--- src/rtl/display_pkg.sv ---
// Shared types and sizing for the display path (mux, BCD converter, 7-seg).
// Provides the converter state enum and the default display widths.
package display_pkg;

    typedef enum logic {
        IDLE    = 1'b0,
        CONVERT = 1'b1
    } conv_state_t;

    localparam int DISP_WIDTH = 16;
    localparam int BCD_DIGITS = 5;

endpackage

--- src/rtl/bcd_digit_adjust.sv ---
// Double-dabble digit correction: a BCD digit of 5..9 gets +3 before a shift.
// Ports: digit_i (4-bit digit in), digit_o (4-bit adjusted digit out).
module bcd_digit_adjust (
    input  logic [3:0] digit_i,
    output logic [3:0] digit_o
);

    always_comb begin
        digit_o = digit_i;
        if (digit_i >= 4'd5) begin
            digit_o = digit_i + 4'd3;
        end
    end

endmodule

--- src/rtl/bin_to_bcd_seq.sv ---
// Iterative binary-to-BCD converter (shift-and-add-3), one bit per clock.
// Ports: clk, reset (sync, active-high), start/bin_in request, busy, done
// (one-cycle pulse), bcd_out (packed BCD, ones digit in [3:0], held).
module bin_to_bcd_seq
    import display_pkg::*;
#(
    parameter int WIDTH  = DISP_WIDTH,
    parameter int DIGITS = BCD_DIGITS
) (
    input  logic                  clk,
    input  logic                  reset,
    input  logic                  start,
    input  logic [WIDTH-1:0]      bin_in,
    output logic                  busy,
    output logic                  done,
    output logic [4*DIGITS-1:0]   bcd_out
);

    localparam int CW = (WIDTH > 1) ? $clog2(WIDTH) : 1;
    localparam int SW = 4 * DIGITS;
    localparam logic [CW-1:0] LAST = CW'(WIDTH - 1);

    conv_state_t   state_q, state_d;
    logic [WIDTH-1:0] shift_q, shift_d;
    logic [SW-1:0] scratch_q, scratch_d;
    logic [CW-1:0] cnt_q, cnt_d;
    logic [SW-1:0] bcd_q, bcd_d;
    logic          done_q, done_d;

    logic [SW-1:0] adj;
    logic [SW-1:0] scratch_sh;
    logic          carry;

    for (genvar g = 0; g < DIGITS; g++) begin : g_adj
        bcd_digit_adjust u_adj (
            .digit_i (scratch_q[4*g +: 4]),
            .digit_o (adj[4*g +: 4])
        );
    end

    // carry is the bit leaving the top digit; it is always zero for a
    // legal WIDTH/DIGITS pair, and is recycled into the vacated low bit.
    assign {carry, scratch_sh} = {adj, shift_q[WIDTH-1]};

    always_comb begin
        state_d   = state_q;
        shift_d   = shift_q;
        scratch_d = scratch_q;
        cnt_d     = cnt_q;
        bcd_d     = bcd_q;
        done_d    = 1'b0;
        unique case (state_q)
            IDLE: begin
                if (start) begin
                    shift_d   = bin_in;
                    scratch_d = '0;
                    cnt_d     = '0;
                    state_d   = CONVERT;
                end
            end
            CONVERT: begin
                scratch_d = scratch_sh;
                shift_d   = {shift_q[WIDTH-2:0], carry};
                cnt_d     = cnt_q + 1'b1;
                if (cnt_q == LAST) begin
                    bcd_d   = scratch_sh;
                    done_d  = 1'b1;
                    state_d = IDLE;
                end
            end
            default: state_d = IDLE;
        endcase
    end

    always_ff @(posedge clk) begin
        if (reset) begin
            state_q   <= IDLE;
            shift_q   <= '0;
            scratch_q <= '0;
            cnt_q     <= '0;
            bcd_q     <= '0;
            done_q    <= 1'b0;
        end else begin
            state_q   <= state_d;
            shift_q   <= shift_d;
            scratch_q <= scratch_d;
            cnt_q     <= cnt_d;
            bcd_q     <= bcd_d;
            done_q    <= done_d;
        end
    end

    assign busy    = (state_q == CONVERT);
    assign done    = done_q;
    assign bcd_out = bcd_q;

endmodule

--- config.mk ---
export PLATFORM = sky130hd
export DESIGN_NAME = bin_to_bcd_seq
export DESIGN_NICKNAME = d
export VERILOG_FILES = /design/src/rtl/display_pkg.sv /design/src/rtl/bcd_digit_adjust.sv /design/src/rtl/bin_to_bcd_seq.sv
export SDC_FILE = /design/constraint.sdc
export NUM_CORES = 1
export LEC_CHECK = 0
export BUFFER_PORTS_ARGS = -buffer_cell sky130_fd_sc_hd__buf_2
export CORE_ASPECT_RATIO = 1.5
export CORE_MARGIN = 4
export CORE_UTILIZATION = 50
export DETAILED_ROUTE_END_ITERATION = 7
export PLACE_DENSITY_LB_ADDON = 0.25
export SETUP_SLACK_MARGIN = 0.15
export SKIP_LAST_GASP = 1
export SLEW_MARGIN = 30
export SYNTH_ARGS = -nofsm -noshare
export SYNTH_HDL_FRONTEND = slang
export SYNTH_SLANG_ARGS = --single-unit
--- constraint.sdc ---
create_clock -name clk -period 3.83 [get_ports clk]
set_clock_uncertainty 0.15 [all_clocks]
set_input_delay 0.1915 -clock clk [delete_from_list [all_inputs] [get_ports clk]]
set_output_delay 0.1915 -clock clk [all_outputs]
set_load 0.01 [all_outputs]
==> reports/qor_table.md <==
| Step | Parameter | Value |
| --- | --- | --- |
| synth | Cell area after technology mapping | 2740 µm² |
| routing | First-pass iteration count of the detailed router | 4 |
| cells and area | Antenna diodes | 0 |
| synth | Flip-flop cell with the highest count after synthesis | dfxtp_1 |
| sta | Final min period | 2140 ps |
| synth | Net count of the mapped netlist | 331 |
| sta | Least-Margin Pin Slew | 819 ps |
| worst setup path | Data arrival time of the worst path | 1800 ps |
| sta | Slew Limit Headroom | 45.1% |
| routing | Routed vias | 2,195 |
| global routing | Combined global-route utilization of all metal layers | 18.4% |
| global routing | Global route overflow | 0 |
| sta | Setup-violating endpoint count in the final report | 0 |
| synth | Share of async-settable or async-resettable flops after synthesis | 0% |
| routing | Per-cell via count in the routed design | 5.35 |
| worst setup path | CP required | 3490 ps |
| cells and area | Fraction of layout cells with a size suffix above 1 | 17.3% |
| floorplanning | Die area | 6750 µm² |
| sta | Portion of the clock cycle consumed by the worst path in the final layout | 55.9% |
| floorplanning | Area inside the core boundary | 5250 µm² |
| power and ir drop | Worst supply voltage drop on vdd | 0.000252 V |
| floorplanning | Number of standard-cell rows in the floorplan | 32 |
| synth | Number of warnings issued by yosys | 0 |
| worst setup path | Worst Path Class, Setup | flop to output port |
| synth | Average size of a mapped cell | 9.10 µm² |
| global routing | Pin count of the biggest net entering global routing | 34 |
| floorplanning | Horizontal die dimension | 68.4 µm |
| global routing | Number of global-route vias before repair | 2,122 |
| sta | Total count of hold-check failures in the final report | 0 |
| global routing | Wire length of the first global-routing pass | 9360 µm |
| clocking | Post-CTS setup repair buffer count | 0 |
| worst setup path | Cell count of the worst reg-to-reg path | 4 |
| place | Cells after DPL | 394 |
| worst setup path | Category of the worst setup path capture point | output port |
| cells and area | Post-Route Utilization | 59.8% |
| place | GP Congestion | 0.815 |
| routing | Post-route antenna net violation count | 0 |
| run | Max-Cap Viols | 0 |
| clocking | Clock input transition at the sequential cells of the worst setup and hold paths | 60 ps |
| clocking | Maximum clock insertion buffer count | 2 |
| synth | Sequential share of the synthesized area | 45.3% |
| power and ir drop | Leakage power of the design | 1.32 nW |
| place | Final HPWL DP | 3980 µm |
| synth | Number of synthesized flops with an enable pin | 0 |
| sta | Total negative slack | 0 ps |
| sta | Achievable frequency | 467 MHz |
| floorplanning | Vertical extent of the die | 98.7 µm |
| routing | Starting DRT DRC Count | 95 |
| clocking | Number of instances resized during post-cts repair | 0 |
| floorplanning | Initial core utilization | 52.2% |
| clocking | CTS Buf Count | 9 |
| routing | Post-detailed-routing wire length | 5660 µm |
| worst setup path | Kind of start point of the critical path | flop |
| cells and area | Count of nets after finishing | 367 |
| clocking | Clock Sink Count | 62 |
| clocking | CTS tree | built |
| clocking | Hold buffer count at CTS | 0 |
| synth | Gate Count Post-Synth | 301 |
| clocking | CTS H-Tree Depth | 3 |
| min path | Count of cells along the worst hold path | 5 |
| clocking | Root Buffer | clkbuf_8 |
| place | Count of input and output buffers | 40 |
| outcome | Outcome | finished clean |
| power and ir drop | Areal power density over the cells | 422 nW/µm² |
| min path | Min-Delay Path Class | input pin to flop |
| floorplanning | Number of top-level design ports | 41 |
| sta | Max-slew violation count | 0 |
| worst setup path | Top fanout value on the critical path | 33 |
| sta | Setup repair after global routing missed its margin | no |
| clocking | Source-to-sink clock delay at the later pin of the worst-skew pair | 350 ps |
| synth | Synth cell types | 27 |
| cells and area | Filler-free cell count of the finished design | 410 |
| routing | WL/cell | 13.8 µm |
| synth | Register bit count reported by yosys | 62 |
| global routing | Initial antenna violation count | 0 |
| routing | Number of remaining DRC errors | 0 |
| cells and area | Area added between synthesis and finish | 14.5% |
==> cells in the final DEF, fill, tap and decap left out <==
cell type,synthesis,final
dfxtp_1,62,62
a21oi_1,40,40
buf_2,8,40
nor2_1,34,34
o21ai_0,23,23
mux2i_1,21,21
a22o_1,21,21
nor3b_1,16,16
nand2_1,13,13
inv_1,11,11
ha_1,11,11
clkbuf_8,0,11
nand2b_1,6,6
nand3_1,6,6
xnor2_1,5,5
nor2b_1,4,4
clkinv_2,1,4
a211oi_1,3,3
nor3_1,2,2
buf_4,2,2
nor3_2,1,1
o21ai_1,1,1
nand4_1,1,1
or2_1,1,1
a41oi_1,1,1
clkbuf_1,3,1
bufinv_16,0,1
==> cell families after synthesis <==
group                    Yosys count  synth area share, %
AO/OA/AOI/OAI                     89                 19.5
buffers and inverters             29                 5.48
multiplexers                      21                 7.67
adder cells (fa/ha/maj)           11                 5.02
AND/OR/NAND/NOR                   84                 15.4
XOR/XNOR                           5                 1.60
flip-flops                        62                 45.3
==> path summary, 6_finish.rpt <==
check / from / end / slack [ps]
min: bin_in[8] / shift_q[8] / 60
max reg2reg: busy / bcd_out[0] / 1830
max: busy / busy / 1690
min reg2reg: bcd_out[12] / bcd_out[12] / 300
==> metrics by stage <==
stage / hold WS [ps] / setup WS, ps / total power, mW / cell area [µm²]
floorplan: 292 / 2340 / 0.739 / 2740
global placement: 284 / 1880 / 0.757 / 2940
detailed placement: 287 / 1830 / 0.760 / 2940
CTS: 44.9 / 1670 / 1.33 / 3140
global route: 82.2 / 1560 / 1.38 / 3140
finish: 55.1 / 1690 / 1.32 / 3140
==> sequential cells by signal, summed over array words and instances (netlist names) <==
name	flops
shift_q	16
busy	1
scratch_q	20
cnt_q	4
done	1
bcd_out	20
==> routing by layer <==
layer  global-route usage (%)  share of wire (%)  vias up
li1                         -                  -     1127
met1                     20.3                 42     1004
met2                     30.3                 50       52
met3                     5.25                5.1       12
met4                     10.6                2.8        0
met5                        0                  0        -
==> final cells by class <==
cell class | count | area [µm²]
fillers | 463 | 2110
multi-input cells | 210 | 1350
flip-flops and latches | 62 | 1240
repair buffers | 42 | 215
clock buffers | 12 | 155
well taps | 68 | 85.1
inverters | 12 | 46.3
clock inverters | 4 | 45.0
==> worst max-delay path, stage by stage, from the launching register on <==
cell     delay, ps
dfxtp_1        810
buf_4          440
buf_2          200
==> cells in the mapped netlist, drive strengths merged, types with 4 or more instances <==
master | instances | area [µm²]
a21oi | 40 | 200
nor3b | 16 | 120
xnor2 | 5 | 43.8
inv | 11 | 41.3
o21ai | 24 | 120
a22o | 21 | 184
nor2 | 34 | 128
dfxtp | 62 | 1240
mux2i | 21 | 210
nand2b | 6 | 37.5
ha | 11 | 138
nand3 | 6 | 30.0
buf | 14 | 92.6
nand2 | 13 | 48.8
nor2b | 4 | 25.0
==> where the power goes <==
part	switching, mW	leakage [nW]	internal, mW	total (mW)
clock network	0.247	0.106	0.333	0.579
registers	0.0123	0.502	0.658	0.670
logic	0.0442	0.709	0.0305	0.0747
(Power assumes the default switching activity.)
